==> src/rtl/data_mem_pkg.sv <==
// rtl/data_mem_pkg.sv - shared constants and byte-lane mask helper for data_mem
package data_mem_pkg;

    localparam int DATA_W = 16;
    localparam int DEPTH  = 64;
    localparam int IDX_W  = $clog2(DEPTH);

    // Bit 0 enables the low byte, bit 1 the high byte.
    function automatic logic [1:0] lane_mask(input logic sb, input logic lane);
        if (!sb) begin
            return 2'b11;
        end
        return lane ? 2'b10 : 2'b01;
    endfunction

endpackage

==> src/rtl/data_mem_lane_dec.sv <==
// rtl/data_mem_lane_dec.sv - per-lane write enable decoder
module data_mem_lane_dec
    import data_mem_pkg::*;
(
    input  logic       w,
    input  logic       sb,
    input  logic       lane,
    output logic [1:0] lane_we
);

    always_comb begin
        lane_we = 2'b00;
        if (w) begin
            lane_we = lane_mask(sb, lane);
        end
    end

endmodule

==> src/rtl/data_mem.sv <==
// rtl/data_mem.sv - 16-bit byte-addressable data memory with registered read and debug taps
module data_mem #(
    parameter int DATA_W = data_mem_pkg::DATA_W,
    parameter int DEPTH  = data_mem_pkg::DEPTH,
    parameter int IDX_W  = data_mem_pkg::IDX_W
) (
    input  logic              clk,
    input  logic              reset,
    input  logic              w,
    input  logic              r,
    input  logic              sb,
    input  logic [15:0]       wa,
    input  logic [15:0]       wd,
    output logic [DATA_W-1:0] rd,
    output logic [DATA_W-1:0] m0,
    output logic [DATA_W-1:0] m1,
    output logic [DATA_W-1:0] m2,
    output logic [DATA_W-1:0] m3,
    output logic [DATA_W-1:0] m4
);

    logic [DATA_W-1:0] mem_q [DEPTH];
    logic [DATA_W-1:0] mem_d [DEPTH];
    logic [DATA_W-1:0] rd_q;
    logic [DATA_W-1:0] rd_d;

    logic [IDX_W-1:0]  idx;
    logic [1:0]        lane_we;
    logic [15:0]       wr_word;
    logic              unused_hi_addr;

    // Upper address bits are dropped so out-of-range addresses wrap.
    assign idx            = wa[IDX_W:1];
    assign unused_hi_addr = ^wa[15:IDX_W+1];

    // A byte store replicates the low data byte so either lane can take it.
    assign wr_word = sb ? {wd[7:0], wd[7:0]} : wd;

    data_mem_lane_dec u_lane_dec (
        .w       (w),
        .sb      (sb),
        .lane    (wa[0]),
        .lane_we (lane_we)
    );

    always_comb begin
        mem_d = mem_q;
        if (lane_we[0]) begin
            mem_d[idx][7:0] = wr_word[7:0];
        end
        if (lane_we[1]) begin
            mem_d[idx][15:8] = wr_word[15:8];
        end
    end

    // Reads sample the pre-write array, giving read-before-write on a collision.
    always_comb begin
        rd_d = rd_q;
        if (r) begin
            rd_d = mem_q[idx];
        end
    end

    always_ff @(posedge clk or posedge reset) begin
        if (reset) begin
            mem_q <= '{default: '0};
            rd_q  <= '0;
        end else begin
            mem_q <= mem_d;
            rd_q  <= rd_d;
        end
    end

    assign rd = rd_q;
    assign m0 = mem_q[0];
    assign m1 = mem_q[1];
    assign m2 = mem_q[2];
    assign m3 = mem_q[3];
    assign m4 = mem_q[4];

endmodule

==> config.mk <==
export PLATFORM = sky130hd
export DESIGN_NAME = data_mem
export DESIGN_NICKNAME = d
export VERILOG_FILES = /design/src/rtl/data_mem_pkg.sv /design/src/rtl/data_mem_lane_dec.sv /design/src/rtl/data_mem.sv
export SDC_FILE = /design/constraint.sdc
export NUM_CORES = 2
export LEC_CHECK = 0
export CELL_PAD_IN_SITES_DETAIL_PLACEMENT = 1
export CELL_PAD_IN_SITES_GLOBAL_PLACEMENT = 1
export CORE_UTILIZATION = 45
export DETAILED_ROUTE_END_ITERATION = 8
export PLACE_DENSITY = 0.84
export SLEW_MARGIN = 30
export SYNTH_ARGS = -nofsm -noshare
export SYNTH_HDL_FRONTEND = slang
export SYNTH_SLANG_ARGS = --single-unit
==> constraint.sdc <==
create_clock -name clk -period 35.2 [get_ports clk]
set_input_delay 7.04 -clock clk [delete_from_list [all_inputs] [get_ports clk]]
set_output_delay 7.04 -clock clk [all_outputs]
set_load 0.03 [all_outputs]
=== Yosys cells after proc, flatten, opt, wreduce, memory -nomap -nowiden ===
Index checks and enable logic that the tools add are counted.

* Input port bits: 37
* Flip-flop bits (word level): 1040
* Logic and storage cells: 87
* Output and inout port bits: 96

* Muxes and demuxes: 18
* Bitwise gates (word level): 1
* Reductions and logical operators: 1
* Order comparisons: 2

{| class="wikitable"
|+ Operator list
! cell !! count
|-
| $bwmux W1024 || 2
|-
| $mux W1024 || 2
|-
| $demux W16 S6 || 2
|-
| $bmux W16 S6 || 1
|-
| $mux W16 || 4
|-
| $mux W2 || 4
|-
| $mux W8 || 1
|-
| $ge A7 B7 Y1 const B || 1
|-
| $lt A7 B1 Y1 const B || 1
|-
| $not A6 Y7 || 1
|-
| $mux W1 || 2
|-
| $logic_and A1 B1 Y1 || 1
|}

=== Depth between registers and ports, before layout ===
* Depth in word-level cells: 9
* Gate-level depth with buffers: 11
* Gate-level depth less buffers: 6

=== Hierarchy ===
A second synthesis with hierarchy kept.

* Cells, all modules: 4061
* Area, all modules: 47152.7 um^2

{| class="wikitable"
|+ Modules (own cells, without submodules)
! module !! times used !! sequential area each (um^2) !! area each (um^2) !! cells an instance
|-
| data_mem || 1 || 26025.0 || 47134.0 || 4058
|-
| data_mem_lane_dec || 1 || 0.0 || 18.8 || 3
|}

=== Worst setup path before layout ===
Ideal clock, no wire load.

* Path kind: input -> register
* Start: input wa[3]
* End: register rd_q[0], in the netlist rd[0]
* Required time: 35.074 ns
* Slack: 26.249 ns
* Stages on the path: 8
* Buffers on the path: 4
* Arrival time: 8.825 ns
* Setup time: 0.126 ns
* Cells stage by stage: buf_4 > buf_4 > buf_2 > buf_2 > mux4_2 > a221oi_1 > nor2_1 > o32a_1

* Word-level cells in the longest chain between the ends: 4

{| class="wikitable"
|+ RTL lines
! item !! RTL line !! source
|-
| start: declaration || data_mem.sv:12 || <nowiki>input logic [15:0] wa,</nowiki>
|-
| $not A6 Y7 (not written as such) || data_mem.sv:60 || <nowiki>rd_d = mem_q[idx];</nowiki>
|-
| $bmux W16 S6 || data_mem.sv:60 ||
|-
| $mux W16 (not written as such) (2 in series) || data_mem.sv:60 ||
|-
| end signal: assignment || data_mem.sv:70 || <nowiki>rd_q <= rd_d;</nowiki>
|-
| end: declaration || data_mem.sv:24 || <nowiki>logic [DATA_W-1:0] rd_q;</nowiki>
|}

No other way between the ends. The select of a mux whose other input is x is not followed.
A chain may end at the register's enable or synchronous reset.

=== Worst setup path after layout ===
* Start: input wa[1]
* End: register rd_q[4], in the netlist rd[4]

The elaborated chain is that of the path after synthesis.

==> impl_metrics.csv <==
group,metric,value,unit
critical_path,crit_path_end,"rd[4]",
place,dp_hpwl,91.1,mm
drt,vias,34600,
clock_tree,ctsResizeCount,0,
yosys,async_reset_ff_frac,1.00,
grt,met2_usage,0.489,
drt,routed_wirelength,161,mm
die,row_count,117,
grt,grt_antenna_before_repair,7,
timing,setup_violations,0,
die,core,102000,um^2
critical_path,arrival,11390,ps
yosys,synth_edf_count,0,
layout,syn_to_final_growth,11.3,%
yosys,yosysWarnings,0,
place,portBuffers,123,
yosys,netlist_top_cells_area,"dfrtp_1, mux2_2, o21ai_0",
critical_path,endpoint_kind,"register",
timing,finalMaxSlewViolations,0,
clock_tree,cts_buffer_depth,3,
timing,whs,477,ps
clock_tree,hold_buffers,0,
drt,postRouteAntennaNets,0,
yosys,synth-seq-cells,1040,
timing,fin_skew,29.7,ps
critical_path,worstReg2RegEnd,"rd[8]",
pwr,ir_drop,38.2,uV
yosys,synthFlopType,"dfrtp_1",
timing,period_share,0.307,
yosys,synth_fp_nets,4013,
critical_path,critPathLaunchType,"primary input",
critical_path,crit_start,"wa[1]",
timing,worst-slew-pin-transition,1050,ps
place,routabilityCongestion,0.834,
drt,drt-wirelength-per-cell,30.2,um
clock_tree,clk_pin_slew,60,ps
pwr,leakage,23.7,nW
layout,fin_util,0.508,
critical_path,critical_path_class,"primary input to register",
place,dp.cells,5141,
yosys,synth.cell_area,46800,um^2
yosys,synth.most_common_cell,"dfrtp_1",
drt,drc_errors,0,
drt,vias_per_cell,6.50,
die,dieArea,105000,um^2
timing,relSlewSlack,0.302,
yosys,syn_avg_cell_area,11.8,um^2
pwr,p_per_area,57.2,nW/um^2
critical_path,required,35780,ps
yosys,synthDistinctLibCells,56,
job,cap_violations,0,
clock_tree,post_cts_buffers,0,
status,status,"complete, no violations",
grt,use_met1,0.393,
grt,grt_pass1_wl,246,mm
die,start_util,0.457,
yosys,seq_area_frac_synth,0.556,
grt,grt.busiest_layer,"met2",
clock_tree,cts-root-buf,"clkbuf_16",
grt,grt_overflow,0,
clock_tree,cts_tree,"done",
yosys,netlist.top_cell.by_area,"dfrtp_1",
critical_path,r2r_slack,32830,ps
hold_path,hp-class,"register to register",
grt,grt_pass1_vias,37700,
timing,layout_min_cycle_time,10810,ps
die,pin_count,133,
timing,finalSetupTns,0,ps
critical_path,cp_max_fo,91,
clock_tree,htree_levels,3,
clock_tree,clock_latency,700,ps
yosys,yosys.area.top_type_share,0.556,
layout,stdcell_count,5334,
clock_tree,cts_buffers,103,
yosys,ys_top_cells_by_count,"dfrtp_1, nand2_1, mux2_2",
critical_path,worstReg2RegStart,"mem_q[808]",
drt,first_pass_iters,5,
layout,final_nets,3917,
clock_tree,cts.sinks,1040,
grt,use_met3,0.0702,
pwr,finalPower,0.00298,W
timing,hold_viol,0,
layout,drive_gt1_frac,0.241,
timing,fmax,92.5,MHz
die,die_x,325,um
critical_path,reg2reg_depth,6,
die,die_height,325,um
timing,rsz0062_at_grt,"false",
grt,track_usage,0.306,
grt,grt_max_degree,172,
drt,dr.first_iter.drc_count,3413,
yosys,netlist_instances,3976,
-- per-layer routing --
metal,up-vias,wire (um)
met5,-,58
met4,10,8620
met3,587,14300
met2,1840,75900
met1,18200,62300
li1,14000,-
-- sequential cells by signal, indices dropped and copies added (netlist names) --
name	cells
m0	16
m1	16
m2	16
m3	16
m4	16
mem_q	944
rd	16
-- how the worst min path moves through the flow --
stage / from / to / slack [ps] / depth (start not counted)
2_1_floorplan: mem_q[829] / mem_q[829] / 440 / 2
3_3_place_gp: mem_q[829] / mem_q[829] / 460 / 2
3_5_place_dp: mem_q[541] / mem_q[541] / 470 / 2
4_1_cts: mem_q[584] / mem_q[584] / 480 / 2
5_1_grt: mem_q[776] / mem_q[776] / 500 / 2
6_report: mem_q[174] / mem_q[174] / 480 / 2
-- through the flow --
stage | cell area, um^2 | setup slack, ps
6_report | 52100 | 24390
5_1_grt | 52100 | 24380
4_1_cts | 52000 | 24150
3_5_place_dp | 48600 | 23440
3_3_place_gp | 48600 | 23440
2_1_floorplan | 46800 | 13820
-- layout by cell type (no fill, tap or decap), types with 16 or more instances in the layout --
| master | n |
|---|---|
| nand3_1 | 19 |
| clkbuf_8 | 25 |
| mux4_2 | 108 |
| clkdlybuf4s50_1 | 112 |
| clkbuf_16 | 104 |
| mux2_2 | 548 |
| mux2i_1 | 135 |
| nand2_1 | 646 |
| o21ai_0 | 535 |
| a221oi_1 | 116 |
| a21oi_1 | 84 |
| a22oi_1 | 64 |
| buf_4 | 62 |
| nand2_2 | 16 |
| nor2_1 | 90 |
| clkinv_2 | 16 |
| o22ai_1 | 26 |
| dfrtp_1 | 1040 |
| clkbuf_1 | 29 |
-- worst max-delay path: stages --
cell and delay [ps]:
buf_8 500, buf_12 470, buf_4 810, nor2_4 280, buf_4 400, a221oi_1 340
nor2_1 120, a221oi_1 350, o21ai_0 270, o32a_1 430
-- logic make-up (layout without fill, tap and decap cells) --
kind of cell    Yosys count  count (layout)  synth area share
buf+inv                 404             390            0.0424
simple gates            834             834            0.0721
mux                     799             799             0.214
compound gates          899             899             0.115
other cells               0               4                 0
flops                  1040            1040             0.556
-- report_power, final --
part           total, W  internal, W  switching [W]  leakage (nW)
sequential      0.00143      0.00134      0.0000913          14.0
combinational  0.000415     0.000168       0.000247          8.05
clock           0.00114     0.000642       0.000493          1.68
total           0.00298      0.00215       0.000831          23.7
-- area by class of cell --
type	count	area, um^2
fillers	10500	50400
flip-flops and latches	1040	26000
multi-input cells	2532	19000
clock buffers	158	3060
repair buffers	197	1880
well taps	1368	1710
clock inverters	29	354
inverters	6	26.3
diodes	4	10.0
Power figures use the tool's default switching activity.
